<file path="src/rtl/mul_pipe_vr_if.sv">
// Valid/ready bundle for the lane-parallel multiply-accumulate pipe.
// The master drives operands and out_ready; the slave returns in_ready, out_valid and p.
interface mul_pipe_vr_if #(
    parameter int W     = 8,
    parameter int LANES = 2,
    parameter int G     = 4
);
    localparam int ACCW = 2 * W + G;

    logic                  in_valid;
    logic                  in_ready;
    logic [LANES*W-1:0]    a;
    logic [LANES*W-1:0]    b;
    logic                  signed_mode;
    logic                  acc_en;
    logic                  acc_clr;
    logic                  out_valid;
    logic                  out_ready;
    logic [LANES*ACCW-1:0] p;

    modport master (
        output in_valid, a, b, signed_mode, acc_en, acc_clr, out_ready,
        input  in_ready, out_valid, p
    );

    modport slave (
        input  in_valid, a, b, signed_mode, acc_en, acc_clr, out_ready,
        output in_ready, out_valid, p
    );
endinterface

</file>
<file path="src/rtl/mul_pipe_vr.sv">
// Per-lane signed/unsigned multiplier with optional wrap-around accumulation, LAT-cycle latency.
// A stalled output freezes the whole pipe; in_ready = !out_valid | out_ready, independent of in_valid.
module mul_pipe_vr #(
    parameter int W     = 8,
    parameter int LANES = 2,
    parameter int LAT   = 3,
    parameter int G     = 4
) (
    input  logic          CLK,
    input  logic          rst,
    mul_pipe_vr_if.slave  bus
);
    localparam int ACCW = 2 * W + G;
    localparam int PW   = 2 * W + 2;

    logic [LAT-1:0]        v;
    logic                  advance;
    logic [LANES*W-1:0]    a0;
    logic [LANES*W-1:0]    b0;
    logic                  sm0;
    logic [LAT-2:0]        en_q;
    logic [LAT-2:0]        clr_q;
    logic [LANES*ACCW-1:0] xp_c;
    logic [LANES*ACCW-1:0] xp_fin;
    logic [LANES*ACCW-1:0] sum_c;
    logic [LANES*ACCW-1:0] p_nxt;
    logic [LANES*ACCW-1:0] acc_nxt;
    logic [LANES*ACCW-1:0] p_q;
    logic [LANES*ACCW-1:0] acc_q;

    // One extra bit above W lets a single signed multiply serve both modes.
    function automatic logic [ACCW-1:0] lane_mul(input logic [W-1:0] x, input logic [W-1:0] y,
                                                 input logic sm);
        logic signed [PW-1:0] sx;
        logic signed [PW-1:0] sy;
        logic signed [PW-1:0] pr;
        sx = {{(W+2){sm & x[W-1]}}, x};
        sy = {{(W+2){sm & y[W-1]}}, y};
        pr = sx * sy;
        return ACCW'(pr);
    endfunction

    assign advance       = !v[LAT-1] | bus.out_ready;
    assign bus.in_ready  = advance;
    assign bus.out_valid = v[LAT-1];
    assign bus.p         = p_q;

    always_comb begin
        xp_c = '0;
        for (int k = 0; k < LANES; k++) begin
            xp_c[k*ACCW +: ACCW] = lane_mul(a0[k*W +: W], b0[k*W +: W], sm0);
        end
    end

    if (LAT > 2) begin : g_dly
        logic [LANES*ACCW-1:0] xp_q [LAT-2];

        always_ff @(posedge CLK) begin
            if (rst) begin
                for (int i = 0; i < LAT - 2; i++) xp_q[i] <= '0;
            end else if (advance) begin
                xp_q[0] <= xp_c;
                for (int i = 1; i < LAT - 2; i++) xp_q[i] <= xp_q[i-1];
            end
        end

        assign xp_fin = xp_q[LAT-3];
    end else begin : g_nodly
        assign xp_fin = xp_c;
    end

    // Control bits are shared by all lanes, so whole-vector muxes keep lanes independent.
    always_comb begin
        sum_c = '0;
        for (int k = 0; k < LANES; k++) begin
            sum_c[k*ACCW +: ACCW] = (clr_q[LAT-2] ? '0 : acc_q[k*ACCW +: ACCW])
                                  + xp_fin[k*ACCW +: ACCW];
        end
        p_nxt   = en_q[LAT-2] ? sum_c : xp_fin;
        acc_nxt = en_q[LAT-2] ? sum_c : (clr_q[LAT-2] ? '0 : acc_q);
    end

    always_ff @(posedge CLK) begin
        if (rst) begin
            v     <= '0;
            a0    <= '0;
            b0    <= '0;
            sm0   <= 1'b0;
            en_q  <= '0;
            clr_q <= '0;
            p_q   <= '0;
            acc_q <= '0;
        end else if (advance) begin
            v[0] <= bus.in_valid;
            for (int i = 1; i < LAT; i++) v[i] <= v[i-1];
            if (bus.in_valid) begin
                a0       <= bus.a;
                b0       <= bus.b;
                sm0      <= bus.signed_mode;
                en_q[0]  <= bus.acc_en;
                clr_q[0] <= bus.acc_clr;
            end
            for (int i = 1; i < LAT - 1; i++) begin
                en_q[i]  <= en_q[i-1];
                clr_q[i] <= clr_q[i-1];
            end
            // Only a valid transaction entering the last stage touches p and acc.
            if (v[LAT-2]) begin
                p_q   <= p_nxt;
                acc_q <= acc_nxt;
            end
        end
    end
endmodule

</file>
<file path="src/flat_wrapper.sv">
// flat-port wrapper written by rule: the top's interface ports become plain ports
module mul_pipe_vr_flat 
#(
    parameter int W     = 8,
    parameter int LANES = 2,
    parameter int LAT   = 3,
    parameter int G     = 4
)
  (CLK, rst, bus_in_valid, bus_a, bus_b, bus_signed_mode, bus_acc_en, bus_acc_clr, bus_out_ready, bus_in_ready, bus_out_valid, bus_p);
  mul_pipe_vr_if #(.W(W), .LANES(LANES), .G(G)) bus_i ();
  input  logic CLK;
  input  logic rst;
  input wire logic [$bits(bus_i.in_valid)-1:0] bus_in_valid;
  input wire logic [$bits(bus_i.a)-1:0] bus_a;
  input wire logic [$bits(bus_i.b)-1:0] bus_b;
  input wire logic [$bits(bus_i.signed_mode)-1:0] bus_signed_mode;
  input wire logic [$bits(bus_i.acc_en)-1:0] bus_acc_en;
  input wire logic [$bits(bus_i.acc_clr)-1:0] bus_acc_clr;
  input wire logic [$bits(bus_i.out_ready)-1:0] bus_out_ready;
  output wire logic [$bits(bus_i.in_ready)-1:0] bus_in_ready;
  output wire logic [$bits(bus_i.out_valid)-1:0] bus_out_valid;
  output wire logic [$bits(bus_i.p)-1:0] bus_p;
  assign bus_i.in_valid = bus_in_valid;
  assign bus_i.a = bus_a;
  assign bus_i.b = bus_b;
  assign bus_i.signed_mode = bus_signed_mode;
  assign bus_i.acc_en = bus_acc_en;
  assign bus_i.acc_clr = bus_acc_clr;
  assign bus_i.out_ready = bus_out_ready;
  assign bus_in_ready = bus_i.in_ready;
  assign bus_out_valid = bus_i.out_valid;
  assign bus_p = bus_i.p;
  mul_pipe_vr #(.W(W), .LANES(LANES), .LAT(LAT), .G(G)) u_core (.CLK(CLK), .rst(rst), .bus(bus_i));
endmodule
</file>
<file path="config.mk">
export PLATFORM = sky130hd
export DESIGN_NAME = mul_pipe_vr_flat
export DESIGN_NICKNAME = d
export VERILOG_FILES = /design/src/rtl/mul_pipe_vr_if.sv /design/src/rtl/mul_pipe_vr.sv /design/src/flat_wrapper.sv
export SDC_FILE = /design/constraint.sdc
export NUM_CORES = 1
export LEC_CHECK = 0
export CAP_MARGIN = 20
export CORE_ASPECT_RATIO = 1.2
export CORE_MARGIN = 4
export CORE_UTILIZATION = 35
export CTS_CLUSTER_SIZE = 16
export DETAILED_ROUTE_END_ITERATION = 12
export SLEW_MARGIN = 10
export SYNTH_ARGS = -nofsm -noshare
export SYNTH_HDL_FRONTEND = slang
export SYNTH_SLANG_ARGS = --single-unit
</file>
<file path="constraint.sdc">
create_clock -name CLK -period 13.9 [get_ports CLK]
set_input_delay 4.17 -clock CLK [delete_from_list [all_inputs] [get_ports CLK]]
set_output_delay 4.17 -clock CLK [all_outputs]
set_load 0.005 [all_outputs]
</file>
==> summary.md, run 1 <==
| Metric | Value |
|---|---|
| Outcome | completed |
| Slowest cell delay on critical path | 600 ps |
| Share of the synthesized area in the top cell type | 0.205 |
| Worst r2r src | u_core.sm0$_SDFFE_PP0P_ |
| First-pass GRT wire length | 53600 um |
| Min Tclk post-route | 10370 ps |
| Worst r2r path cells | 18 |
| WS Path Type | in -> out |
| PD cells | 70.2 mW/mm^2 |
| Unique masters post-synth | 66 |
| Synthesis-to-layout area growth | 12.9% |
| Hold Path Class | reg -> reg |
| Crit path launch type | input pin |
| Hold Fails Final Rpt | 0 |
| Final setup viols | 0 |
| Drt pass-1 iters | 5 |
| Post-DR wirelength/cell | 14.6 um |
| Syn avg cell area | 8.60 um^2 |
| Final slew viol count | 0 |
| Sequential-to-total area share from yosys stat | 0.249 |
| Die Ht | 227 um |
| Clk buf depth | 2 |
| Vias in the first global route | 10.7k |
| # port buffers | 80 |
| Yosys Warn Count | 0 |
| Slew HR | 0.321 |
| Worst Hold End | u_core.acc_q[36]$_SDFFE_PP0P_ |
| Syn Nets | 1921 |
| Crit. End Element | output port |
| Post-detail-place hpwl | 24500 um |
| Largest net degree at the start of global routing | 64 |
| Cts hold-fix bufs | 0 |
| DRC | 0 |
| Grt total ovfl | 0 |
| Synth cell count leaders | 246 x nand2_1, 185 x inv_1, 153 x a21oi_1, 143 x fa_1, 120 x dfxtp_1 |
| Cell area after synthesis | 0.0140 mm^2 |
| Worst hold stages | 2 |
| DP Worst Slack | about 3500 ps |
| Async S/R FF share, synth | 0 |
| Mapped Cells | 1626 |
| Critical R2R Capture | u_core.g_dly.xp_q[0][19]$_SDFFCE_PN0P_ |
| R2r setup slk | 8130 ps |
| Most used cell, CP | clkdlybuf4s50_1 |
| IO Count | 81 |
| Post_cts resized | 0 |
| Slowest-stage cell, CP | clkdlybuf4s50_1 |
| Maximum fanout along the worst path | 19 |
| Vias per cell | 4.90 |
| Max Freq | 96.4 MHz |
| Tightest Pin Transition | slightly below 1000 ps |
| GRT Resource Usage Total | 0.151 |
| Diodes inserted | 0 |
| Clk_skew | 15.5 ps |
| Final Cell Area | approximately 0.016 mm^2 |
| Post-DRT Antenna Nets | 0 |
| Worst EP required | 9730 ps |
| Skew-Pair Late Insertion Delay | 430 ps |
| Root buf cell | clkbuf_16 |
| CTS H-Tree Depth | 4 |
| GPL Wtd Cong | between 0.8 and 0.9 |
| Buf/Inv on CP | 3 |
| Synth Register Bits | 156 |
| Cell with the most instances after synthesis | nand2_1 |
| DR vias | 10.8k |
| P_leak | 7.21 nW |
| RSZ-0062 raised after global routing | no |
| Crit path arrival time | slightly above 6000 ps |
| Core Box Area | 0.0391 mm^2 |
| Post-synth EDFFs | 36 |
| Die area | about 0.043 mm^2 |
| Util after Layout | 0.403 |
| Top cell family by delay on the critical path | buffers and inverters |
| Initial antenna violation count | 0 |
| IR Drop Worst-Case VDD | about 0.084 mV |
| Die W | between 150 and 200 um |
| Share of cells above drive strength 1 | 0.0384 |
| Largest cells by area after synthesis | fa_1 20%, dfxtp_1 17%, ha_1 10% |
| Total wire length | 32000 um |
| Max-cap violations | 0 |
| DRT iter0 DRCs | 670 |
| Rows | 79 |
| Setup ws final | between 3000 and 4000 ps |
| Setup Total Neg Slack | 0 ps |
| Initial core utilization | 0.357 |
| Hold path start | u_core.acc_q[36]$_SDFFE_PP0P_ |
| Synth area leader | fa_1 |
| Crit share post-route | 0.746 |
| CTS clk-pin slew, worst paths | roughly 70 ps |
| Main synth FF type | dfxtp_1 |
| Area after DPL | 0.0152 mm^2 |
| Post CTS Setup Buffer Count | 0 |
| TritonCTS clock tree | built |
| TritonCTS Buffers | 17 |
| Final nets | 1948 |
| Critical Path, Cell by Cell | clkdlybuf4s50_1 -> nor2b_1 -> clkinv_1 -> clkdlybuf4s50_1 |
| CTS Sinks | around 160 |
[worst min-delay path: stages (launching register included)]
cell and delay (ps):
dfxtp_1 310, nand2_1 50, nand2_1 50
[cell usage in the layout (no fill, tap or decap), types with 9 or more instances in the layout]
cell type and count:
a21o_1 17, a21oi_1 153, o21ai_0 48, mux2i_1 10, nor2_1 96, clkdlybuf4s50_1 79, nand3_1 21, clkbuf_16 17
xor2_1 17, and2_1 68, fa_1 143, and3_1 23, dfxtp_1 120, nand2_1 246, inv_1 185, ha_1 113
xnor2_1 44, edfxtp_1 36, buf_4 9, a211oi_1 16, nor3_1 22, nor2b_1 46
[report_power, final]
group	internal (mW)	switching [mW]	total, mW
Combinational	0.0659	0.0842	0.150
Clock	0.266	0.184	0.450
Sequential	0.482	0.0253	0.507
[layout make-up]
type	count	area, um^2
Clock buffer	27	503
Clock inverter	5	57.6
Fill cell	3993	23400
Inverter	186	698
Multi-Input combinational cell	1201	9490
Sequential cell	156	3480
Tap cell	526	658
Timing Repair Buffer	91	890
[flip-flops by register name, indices dropped and copies added (netlist names)]
signal / cells
u_core.acc_q: 40
u_core.v: 3
u_core.bus.p: 40
u_core.a0: 16
u_core.sm0: 1
u_core.en_q: 2
u_core.b0: 16
u_core.g_dly.xp_q: 36
u_core.clr_q: 2
[layer usage]
metal	vias to the layer above	wire length, um	track usage
met5	-	0	0
met4	0	326	0.0327
met3	29	1010	0.0146
met2	192	15300	0.259
met1	5157	15400	0.208
li1	5373	-	-
[through the flow]
step / instances / total power, mW / hold WS (ps)
floorplan: 1626 / 0.610 / 415
global placement: 2158 / 0.664 / 429
detailed placement: 2158 / 0.667 / 431
CTS: 2190 / 1.12 / 446
global route: 2192 / 1.16 / 463
finish: 2192 / 1.11 / 446
[logic make-up (layout without fill, tap and decap cells)]
kind of cell / after synthesis / count (layout) / synth area share
AO/OA/AOI/OAI: 314 / 314 / 0.139
XOR/XNOR: 61 / 61 / 0.0382
adder cells (fa/ha/maj): 256 / 256 / 0.306
buffers and inverters: 269 / 309 / 0.0723
flip-flops: 156 / 156 / 0.249
multiplexers: 11 / 11 / 0.00797
AND/OR/NAND/NOR: 559 / 559 / 0.187
[worst max-delay path by stage]
stage                              from           end  slack [ps]  depth (start not counted)
after floorplan           bus_out_ready  bus_in_ready        4960                          4
after global placement    bus_out_ready  bus_in_ready        3550                          4
after global routing      bus_out_ready  bus_in_ready        3330                          4
after detailed placement  bus_out_ready  bus_in_ready        3500                          4
after CTS                 bus_out_ready  bus_in_ready        3520                          4
final                     bus_out_ready  bus_in_ready        3530                          4
Power figures use the tool's default switching activity.
==> inputs of run 2 (changes only) <==
==> constraint.sdc (replaced) <==
create_clock -name CLK -period 9.5 [get_ports CLK]
set_input_delay 2.85 -clock CLK [delete_from_list [all_inputs] [get_ports CLK]]
set_output_delay 2.85 -clock CLK [all_outputs]
set_load 0.005 [all_outputs]
==> summary.md, run 2 (same netlist as run 1, synthesis figures left out) <==
| Metric | Value |
|---|---|
| Outcome | completed |
| CTS clk-pin slew, worst paths | 60 ps |
| R2r setup slk | 3900 ps |
| RSZ-0062 raised after global routing | no |
| Post-DR wirelength/cell | 14.6 um |
| Worst EP required | 6650 ps |
| Clk_skew | 14.0 ps |
| Worst r2r src | u_core.sm0$_SDFFE_PP0P_ |
| Switching power share of the total | 0.264 |
| Clock share of power | 0.432 |
| Setup ws final | 2230 ps |
| P_leak | 7.25 nW |
| Grt total ovfl | 0 |
| Post_cts resized | 0 |
| Root buf cell | clkbuf_16 |
| GPL Wtd Cong | 0.815 |
| Multi-input logic area | 0.00949 mm^2 |
| Vias in the first global route | 10.9k |
| Crit path launch type | input pin |
| Hold path start | u_core.acc_q[36]$_SDFFE_PP0P_ |
| Core Box Area | 0.0391 mm^2 |
| Buf/Inv on CP | 3 |
| Routed length on met1 | around 15000 um |
| Crit path arrival time | ~4400 ps |
| TritonCTS Buffers | 17 |
| Power Internal | 1.25 mW |
| Fillers | 3962 |
| Clk buf depth | 2 |
| Hold Fails Final Rpt | 0 |
| DR vias | ~11k |
| DRC | 0 |
| Post CTS Setup Buffer Count | 0 |
| # port buffers | 80 |
| Slew HR | 0.340 |
| Worst r2r path cells | 18 |
| Met2 wire len | 15100 um |
| Crit share post-route | 0.765 |
| GRT Resource Usage Total | 0.154 |
| Vias per cell | 4.90 |
| Post-DRT Antenna Nets | 0 |
| Combinational Power Share | 0.130 |
| Top cell family by delay on the critical path | buffers and inverters |
| Hold Slack | 448 ps |
| Util after Layout | 0.406 |
| Total power | between 1.5 and 2 mW |
| Rows | 79 |
| CTS H-Tree Depth | 4 |
| CTS Sinks | 156 |
| Total wire length | 32100 um |
| DRT iter0 DRCs | 654 |
| Final setup viols | 0 |
| Max-cap violations | 0 |
| WS Path Type | in -> out |
| Die Ht | 227 um |
| Initial core utilization | 0.357 |
| Synthesis-to-layout area growth | 13.7% |
| Hold Path Class | reg -> reg |
| Critical Path, Cell by Cell | clkdlybuf4s50_1 -> nor2b_1 -> clkinv_1 -> clkdlybuf4s50_1 |
| Cts hold-fix bufs | 0 |
| IR Drop Worst-Case VDD | between 0.1 and 0.15 mV |
| Highest Signal Layer | met4 |
| Final slew viol count | 0 |
| Tightest Pin Transition | 965 ps |
| Initial antenna violation count | 0 |
| Worst Hold End | u_core.acc_q[36]$_SDFFE_PP0P_ |
| Sequential cell area | 0.00348 mm^2 |
| Min Tclk post-route | 7270 ps |
| DP Worst Slack | 2240 ps |
| Slowest-stage cell, CP | nor2b_1 |
| Most frequent cells in the layout | 246 x nand2_1, 185 x inv_1, 153 x a21oi_1 |
| Most used cell, CP | clkdlybuf4s50_1 |
| Skew-Pair Late Insertion Delay | about 430 ps |
| TritonCTS clock tree | built |
| PD cells | 107 mW/mm^2 |
| Max Freq | 138 MHz |
| First-pass GRT wire length | 54600 um |
| IO Count | 81 |
| Post-detail-place hpwl | approximately 24000 um |
| Setup Total Neg Slack | 0 ps |
| Worst hold stages | 2 |
| Slowest cell delay on critical path | 490 ps |
| Maximum fanout along the worst path | 8 |
| Metal3 WL | 1170 um |
| Die W | 190 um |
| Reg power frac | 0.438 |
| Share of cells above drive strength 1 | 0.0414 |
| Crit. End Element | output port |
| Critical R2R Capture | u_core.g_dly.xp_q[0][19]$_SDFFCE_PN0P_ |
| Final nets | 1949 |
| Die area | 0.0432 mm^2 |
| Largest net degree at the start of global routing | 67 |
| Most common cell after layout, fill and taps aside | nand2_1 |
| Diodes inserted | 0 |
| Drt pass-1 iters | 5 |
| Switching pwr | 449 uW |
[run 2: changes by cell type in the layout (fill, tap and decap cells not counted), sizes merged]
cell	before	now
clkbuf	27	18
bufinv	1	4
buf	12	13
inv	187	186
clkinv	2	6
clkinvlp	1	4
[run 2: metal layers]
metal	vias up	global-route usage
met1	5148	0.214
li1	5374	-
met5	-	0
met3	29	0.0197
met4	0	0.0368
met2	203	0.256
[run 2: area by class of cell]
| class | count | area share |
|---|---|---|
| inverter | 186 | 0.0439 |
| tap | 526 | 0.0414 |
| clock inverter | 14 | 0.0121 |
| timing repair buffer | 92 | 0.0583 |
| sequential | 156 | 0.219 |
| clock buffer | 18 | 0.0276 |
| multi-input combinational | 1201 | 0.597 |
[run 2: stage by stage]
stage / std cells / instance area [um^2]
CTS: 2191 / 15800
global placement: 2159 / 15200
floorplan: 1626 / 14000
detailed placement: 2159 / 15200
finish: 2193 / 15900
global route: 2193 / 15900
[run 2: power by group through the flow]
stage	Sequential [mW]	Combinational, mW	Clock [mW]
global placement	0.758	0.214	0
floorplan	0.731	0.162	0
global route	0.748	0.255	0.781
CTS	0.744	0.221	0.747
detailed placement	0.759	0.218	0
finish	0.744	0.220	0.734
[run 2: worst min-delay path, cell delays in order, from the launching register on]
cell,delay (ps)
dfxtp_1,310
nand2_1,50
nand2_1,40
[run 2: how the worst max path moves through the flow]
stage	endpoint	depth (start not counted)	slack (ps)	start
after floorplan	bus_in_ready	4	3200	bus_out_ready
after global placement	bus_in_ready	4	2240	bus_out_ready
after detailed placement	bus_in_ready	4	2240	bus_out_ready
after CTS	bus_in_ready	4	2220	bus_out_ready
after global routing	bus_in_ready	4	2090	bus_out_ready
final	bus_in_ready	4	2230	bus_out_ready
